## config.mk

```make
export PLATFORM = sky130hd
export DESIGN_NAME = lsu_arbiter
export DESIGN_NICKNAME = d
export VERILOG_FILES = /design/src/rtl/lsu_arb_pkg.sv /design/src/rtl/rr_arb2.sv /design/src/rtl/lsu_arbiter.sv
export SDC_FILE = /design/constraint.sdc
export NUM_CORES = 1
export LEC_CHECK = 0
export CAP_MARGIN = 20
export CELL_PAD_IN_SITES_DETAIL_PLACEMENT = 0
export CELL_PAD_IN_SITES_GLOBAL_PLACEMENT = 1
export CORE_UTILIZATION = 29
export DETAILED_ROUTE_END_ITERATION = 8
export PLACE_DENSITY_LB_ADDON = 0.12
export RECOVER_POWER = 25
export SETUP_SLACK_MARGIN = 0.15
export SLEW_MARGIN = 20
export SYNTH_ARGS = -nofsm -noshare
export SYNTH_HDL_FRONTEND = slang
export SYNTH_SLANG_ARGS = --single-unit
export TNS_END_PERCENT = 1
```

## constraint.sdc

```tcl
create_clock -name clk -period 1.65 [get_ports clk]
set_input_delay 0.165 -clock clk [delete_from_list [all_inputs] [get_ports clk]]
set_output_delay 0.165 -clock clk [all_outputs]
set_load 0.01 [all_outputs]
```

## src/rtl/lsu_arb_pkg.sv

```systemverilog
// Shared types and funct3 legality helpers for the LSU arbiter.
// funct3 encodings mirror the RISC-V load/store F_* codes.
package lsu_arb_pkg;

  localparam logic [2:0] F_LB  = 3'b000;
  localparam logic [2:0] F_LH  = 3'b001;
  localparam logic [2:0] F_LW  = 3'b010;
  localparam logic [2:0] F_LBU = 3'b100;
  localparam logic [2:0] F_LHU = 3'b101;
  localparam logic [2:0] F_SB  = 3'b000;
  localparam logic [2:0] F_SH  = 3'b001;
  localparam logic [2:0] F_SW  = 3'b010;

  typedef enum logic [1:0] {
    IDLE   = 2'd0,
    ACCESS = 2'd1,
    HOLD   = 2'd2
  } lsu_arb_state_t;

  function automatic logic is_legal_load(input logic [2:0] funct3);
    case (funct3)
      F_LB, F_LH, F_LW, F_LBU, F_LHU: return 1'b1;
      default:                        return 1'b0;
    endcase
  endfunction

  function automatic logic is_legal_store(input logic [2:0] funct3);
    case (funct3)
      F_SB, F_SH, F_SW: return 1'b1;
      default:          return 1'b0;
    endcase
  endfunction

endpackage

```

## src/rtl/rr_arb2.sv

```systemverilog
// Two-way combinational picker: round-robin on the port that did not win
// last, or fixed priority to port 0 when 'fixed' is set.
module rr_arb2 (
  input  logic [1:0] req,
  input  logic       last,
  input  logic       fixed,
  output logic [1:0] gnt,
  output logic       winner
);

  // Winner selection and one-hot grant
  always_comb begin
    winner = 1'b0;
    gnt    = 2'b00;
    case (req)
      2'b01:   winner = 1'b0;
      2'b10:   winner = 1'b1;
      2'b11:   winner = fixed ? 1'b0 : ~last;
      default: winner = 1'b0;
    endcase
    if (req != 2'b00) begin
      gnt = winner ? 2'b10 : 2'b01;
    end else begin
      gnt = 2'b00;
    end
  end

endmodule

```

## src/rtl/lsu_arbiter.sv

```systemverilog
// Shares the byte-banked LSU between the core data port (m0) and the
// debug/DMA port (m1); one drive cycle per access plus a hold cycle for loads.
module lsu_arbiter
  import lsu_arb_pkg::*;
#(
  parameter bit FIXED_PRIO = 1'b0
) (
  input  logic        clk,
  input  logic        rst_n,
  input  logic        m0_req,
  input  logic        m0_we,
  input  logic [2:0]  m0_funct3,
  input  logic [31:0] m0_addr,
  input  logic [31:0] m0_wdata,
  output logic        m0_gnt,
  output logic        m0_done,
  output logic        m0_err,
  output logic [31:0] m0_rdata,
  input  logic        m1_req,
  input  logic        m1_we,
  input  logic [2:0]  m1_funct3,
  input  logic [31:0] m1_addr,
  input  logic [31:0] m1_wdata,
  output logic        m1_gnt,
  output logic        m1_done,
  output logic        m1_err,
  output logic [31:0] m1_rdata,
  output logic        lsu_write_ram,
  output logic [2:0]  lsu_funct3,
  output logic [31:0] lsu_ram_addr,
  output logic [31:0] lsu_write_data,
  input  logic [31:0] lsu_read_data
);

  lsu_arb_state_t state_r;
  logic           last_gnt_r;
  logic           we_r;
  logic           legal_r;
  logic           id_r;
  logic [1:0]     done_r;
  logic [1:0]     err_r;
  logic [31:0]    rdata0_r;
  logic [31:0]    rdata1_r;
  logic           lsu_write_ram_r;
  logic [2:0]     lsu_funct3_r;
  logic [31:0]    lsu_ram_addr_r;
  logic [31:0]    lsu_write_data_r;

  logic [1:0]     arb_gnt_s;
  logic           winner_s;
  logic [1:0]     gnt_s;
  logic           sel_we_s;
  logic [2:0]     sel_funct3_s;
  logic [31:0]    sel_addr_s;
  logic [31:0]    sel_wdata_s;
  logic           sel_legal_s;

  rr_arb2 u_rr_arb2 (
    .req    ({m1_req, m0_req}),
    .last   (last_gnt_r),
    .fixed  (FIXED_PRIO),
    .gnt    (arb_gnt_s),
    .winner (winner_s)
  );

  // Winner's request fields and IDLE-only grant gating
  always_comb begin
    sel_we_s     = 1'b0;
    sel_funct3_s = 3'b000;
    sel_addr_s   = 32'h0000_0000;
    sel_wdata_s  = 32'h0000_0000;
    gnt_s        = 2'b00;
    if (winner_s) begin
      sel_we_s     = m1_we;
      sel_funct3_s = m1_funct3;
      sel_addr_s   = m1_addr;
      sel_wdata_s  = m1_wdata;
    end else begin
      sel_we_s     = m0_we;
      sel_funct3_s = m0_funct3;
      sel_addr_s   = m0_addr;
      sel_wdata_s  = m0_wdata;
    end
    sel_legal_s = sel_we_s ? is_legal_store(sel_funct3_s) : is_legal_load(sel_funct3_s);
    if (state_r == IDLE) begin
      gnt_s = arb_gnt_s;
    end else begin
      gnt_s = 2'b00;
    end
  end

  // Access sequencer; the lsu_* registers double as the request latches
  always_ff @(posedge clk or negedge rst_n) begin
    if (!rst_n) begin
      state_r          <= IDLE;
      last_gnt_r       <= 1'b1;
      we_r             <= 1'b0;
      legal_r          <= 1'b0;
      id_r             <= 1'b0;
      done_r           <= 2'b00;
      err_r            <= 2'b00;
      rdata0_r         <= 32'h0000_0000;
      rdata1_r         <= 32'h0000_0000;
      lsu_write_ram_r  <= 1'b0;
      lsu_funct3_r     <= 3'b000;
      lsu_ram_addr_r   <= 32'h0000_0000;
      lsu_write_data_r <= 32'h0000_0000;
    end else begin
      done_r <= 2'b00;
      err_r  <= 2'b00;
      case (state_r)
        IDLE: begin
          if (gnt_s != 2'b00) begin
            we_r             <= sel_we_s;
            legal_r          <= sel_legal_s;
            id_r             <= winner_s;
            last_gnt_r       <= winner_s;
            lsu_write_ram_r  <= sel_we_s & sel_legal_s;
            lsu_funct3_r     <= sel_funct3_s;
            lsu_ram_addr_r   <= sel_addr_s;
            lsu_write_data_r <= sel_wdata_s;
            state_r          <= ACCESS;
          end else begin
            lsu_write_ram_r <= 1'b0;
            state_r         <= IDLE;
          end
        end
        ACCESS: begin
          lsu_write_ram_r <= 1'b0;
          if (we_r) begin
            done_r[id_r] <= 1'b1;
            err_r[id_r]  <= ~legal_r;
            state_r      <= IDLE;
          end else begin
            state_r <= HOLD;
          end
        end
        HOLD: begin
          // Read data resolved by the synchronous RAM; illegal loads return zero
          lsu_write_ram_r <= 1'b0;
          done_r[id_r]    <= 1'b1;
          err_r[id_r]     <= ~legal_r;
          if (id_r) begin
            rdata1_r <= legal_r ? lsu_read_data : 32'h0000_0000;
          end else begin
            rdata0_r <= legal_r ? lsu_read_data : 32'h0000_0000;
          end
          state_r <= IDLE;
        end
        default: begin
          lsu_write_ram_r <= 1'b0;
          state_r         <= IDLE;
        end
      endcase
    end
  end

  assign m0_gnt         = gnt_s[0];
  assign m1_gnt         = gnt_s[1];
  assign m0_done        = done_r[0];
  assign m1_done        = done_r[1];
  assign m0_err         = err_r[0];
  assign m1_err         = err_r[1];
  assign m0_rdata       = rdata0_r;
  assign m1_rdata       = rdata1_r;
  assign lsu_write_ram  = lsu_write_ram_r;
  assign lsu_funct3     = lsu_funct3_r;
  assign lsu_ram_addr   = lsu_ram_addr_r;
  assign lsu_write_data = lsu_write_data_r;

endmodule
```

==> out/metrics.csv <==
stage;metric;value;unit
status;status;finished clean;
critical_path;Worst Path Arrival;1.41;ns
clock_tree;clk root buf;clkbuf_16;
die;Initial Util;29.5;%
timing;period utilization;95.2;%
synth;register bit total from synthesis;142;
critical_path;critical path peak fanout;3;
job;max capacitance violation total;0;
die;die area;21200;um^2
cells_and_area;post-layout util;50.0;%
timing;Final min period;1.57;ns
die;# IOs;310;
global_route;largest net degree at the start of global routing;57;
synth;Net Count, Synth;751;
routing;drt total wl;18300;um
power;Pwr Density;1750;nW/um^2
routing;post-route ant nets;0;
place;HPWL after DPL;13900;um
timing;setup ws final;0.0799;ns
critical_path;Req. time, crit path;1.48;ns
clock_tree;H-tree depth;4;
critical_path;CP endpoint kind;output pin;
worst_hold_path;worst hold path type;input port to async pin;
routing;Pre-Repair DR Iteration Count;4;
clock_tree;cts bufs inserted;17;
global_route;first-pass GRT wire length;29900;um
clock_tree;deepest clock path buffer count;2;
global_route;initial antenna violation count;1;
cells_and_area;final instance area;10100;um^2
critical_path;reg2reg setup slack;0.14;ns
timing;Final Hold Viols;0;
synth;Avg Inst Size Synth;10.4;um^2
die;Core ar.;20200;um^2
routing;DR DRC count;0;
timing;RSZ-0062 raised after global routing;true;
routing;Vias per Instance;4.44;
place;DP Worst Slack;-0.129;ns
clock_tree;clock tree from TritonCTS;done;
place;GPL Wtd Cong;0.776;
timing;endpoints failing setup;0;
clock_tree;Worst-path clk slew;0.07;ns
cells_and_area;Area growth, synth to finish;69.4;%
cells_and_area;nets;1074;
global_route;vias in the first global route;5536;
place;Cell Area, Placed;9530;um^2
clock_tree;CTS sink count;142;
routing;post-DR wirelength/cell;15.5;um
synth;Seq/Total Area, Yosys;59.5;%
routing;starting DRC count in detailed routing;153;
die;die width;145;um
place;Port Buf Inserts;309;
global_route;aggregate global routing overflow;0;
clock_tree;worst skew pair latency;0.41;ns
timing;Setup TNS;0;ns
critical_path;startpoint types;flop;
global_route;GRT Total Usage;18.2;%
timing;worst slew pin tran;0.667;ns
synth;Unique masters post-synth;27;
synth;synthesized instance count;576;
power;Design Power;17.7;mW
synth;Mapped Area;5970;um^2
power;Max VDD drop;661;uV
cells_and_area;share of cells above drive strength 1;8.33;%
die;Row Count;52;
synth;yosys warns;0;
die;chip height;145;um
timing;fmax;637;MHz
power;LEAKAGE;4.39;nW
timing;Worst Clk Skew;0.00873;ns
timing;Slew HR;55.5;%
critical_path;Setup CP Type;flop to output pin;
timing;Slew Viols, Final;0;
routing;via count;5243;
cells_and_area;antenna fix cells;0;
-- worst paths after layout --
check / startpoint / endpoint / cells past startpoint
max in group asynchronous: rst_n / lsu_ram_addr[13] / 3
min reg2reg: we_r / state_r[1] / 1
max reg2reg: state_r[0] / legal_r / 7
min in group clk: lsu_read_data[1] / m1_rdata[1] / 3
min: rst_n / m0_rdata[22] / 2
max: last_gnt_r / m0_gnt / 3
-- cell families after synthesis --
group	after synthesis	share of synthesized area, %
muxes	67	11.3
and+or+nand+nor	181	11.8
adders and majority gates	3	0.629
AOI/OAI and AO/OA	141	12.2
DFF	142	59.5
buffers and inverters	42	4.51
-- layout make-up --
class | count | area, um^2
clock buffers | 18 | 439
clock inverters | 14 | 145
fillers | 1868 | 10100
inverters | 4 | 15.0
multi-input cells | 392 | 2170
flip-flops and latches | 142 | 3550
well taps | 270 | 338
repair buffers | 342 | 3450
-- report_power, final --
part	total, mW	internal, mW	switching, mW
Combinational	8.06	4.29	3.77
Clock	3.78	2.17	1.62
Sequential	5.90	5.06	0.836
Total	17.7	11.5	6.22
-- cell usage in the layout (no fill, tap or decap), drive strengths merged, types with 2 or more instances in the layout --
cell           count
clkdlybuf4s50    304
nand2            167
dfrtp            141
o21ai            133
mux2i             67
buf               32
clkbuf            21
inv               11
nor2               5
clkinvlp           5
nor2b              3
ha                 3
nor3               2
a21oi              2
a31oi              2
-- synthesized netlist by cell type --
master	number	share of area, %
nand2_1	167	10
dfrtp_1	141	59
o21ai_0	91	7.6
mux2i_1	66	11
o21ai_1	41	3.4
clkbuf_1	24	1.5
buf_2	6	0.50
buf_12	5	1.7
nor2_1	5	0.31
inv_1	4	0.25
buf_6	3	0.57
ha_1	3	0.63
nor2b_1	3	0.31
a21oi_1	2	0.17
a31oi_1	2	0.21
nor3_1	2	0.17
a21boi_2	1	0.19
a21o_1	1	0.13
a32o_1	1	0.17
and2_1	1	0.10
and3_1	1	0.10
dfstp_2	1	0.44
mux2i_2	1	0.23
nor3b_2	1	0.21
o21ai_2	1	0.15
o21bai_1	1	0.13
or2b_1	1	0.13
-- metal layers --
layer / vias to the layer above / part of all wire (%) / GRT usage (%)
li1: 2583 / - / -
met4: 0 / 1.5 / 5.79
met1: 2419 / 40 / 21.3
met3: 20 / 9.1 / 7.15
met5: - / 0 / 0
met2: 221 / 49 / 30.5
-- registers in the layout, indices dropped and copies added, names as in the netlist --
signal and count:
err_r 2, done_r 2, lsu_ram_addr 32, state_r 2
we_r 1, m1_rdata 32, lsu_funct3 3, legal_r 1
last_gnt_r 1, id_r 1, lsu_write_ram 1, lsu_write_data 32
m0_rdata 32
-- worst max-delay path, stage by stage (launching register included) --
cell and delay (ns):
dfstp_2 0.57, or2b_1 0.13, and3_4 0.19, buf_6 0.10
-- through the flow --
step | hold WS [ns] | std cells
finish | 0.314 | 1182
global route | 0.318 | 1182
CTS | 0.157 | 1182
detailed placement | 0.0460 | 1148
global placement | 0.0429 | 1148
floorplan | -0.131 | 576
-- repair_timing --
item | in CTS | in global routing
hold buffers | 1 | 0
setup buffers | 1 | 0
pin swaps | 0 | 0
hold endpoints to repair | 141 | 0
gates resized for setup | 13 | 1
endpoints found under the setup margin | 95 | 236
Note: power is estimated with default switching activity, not from simulation.
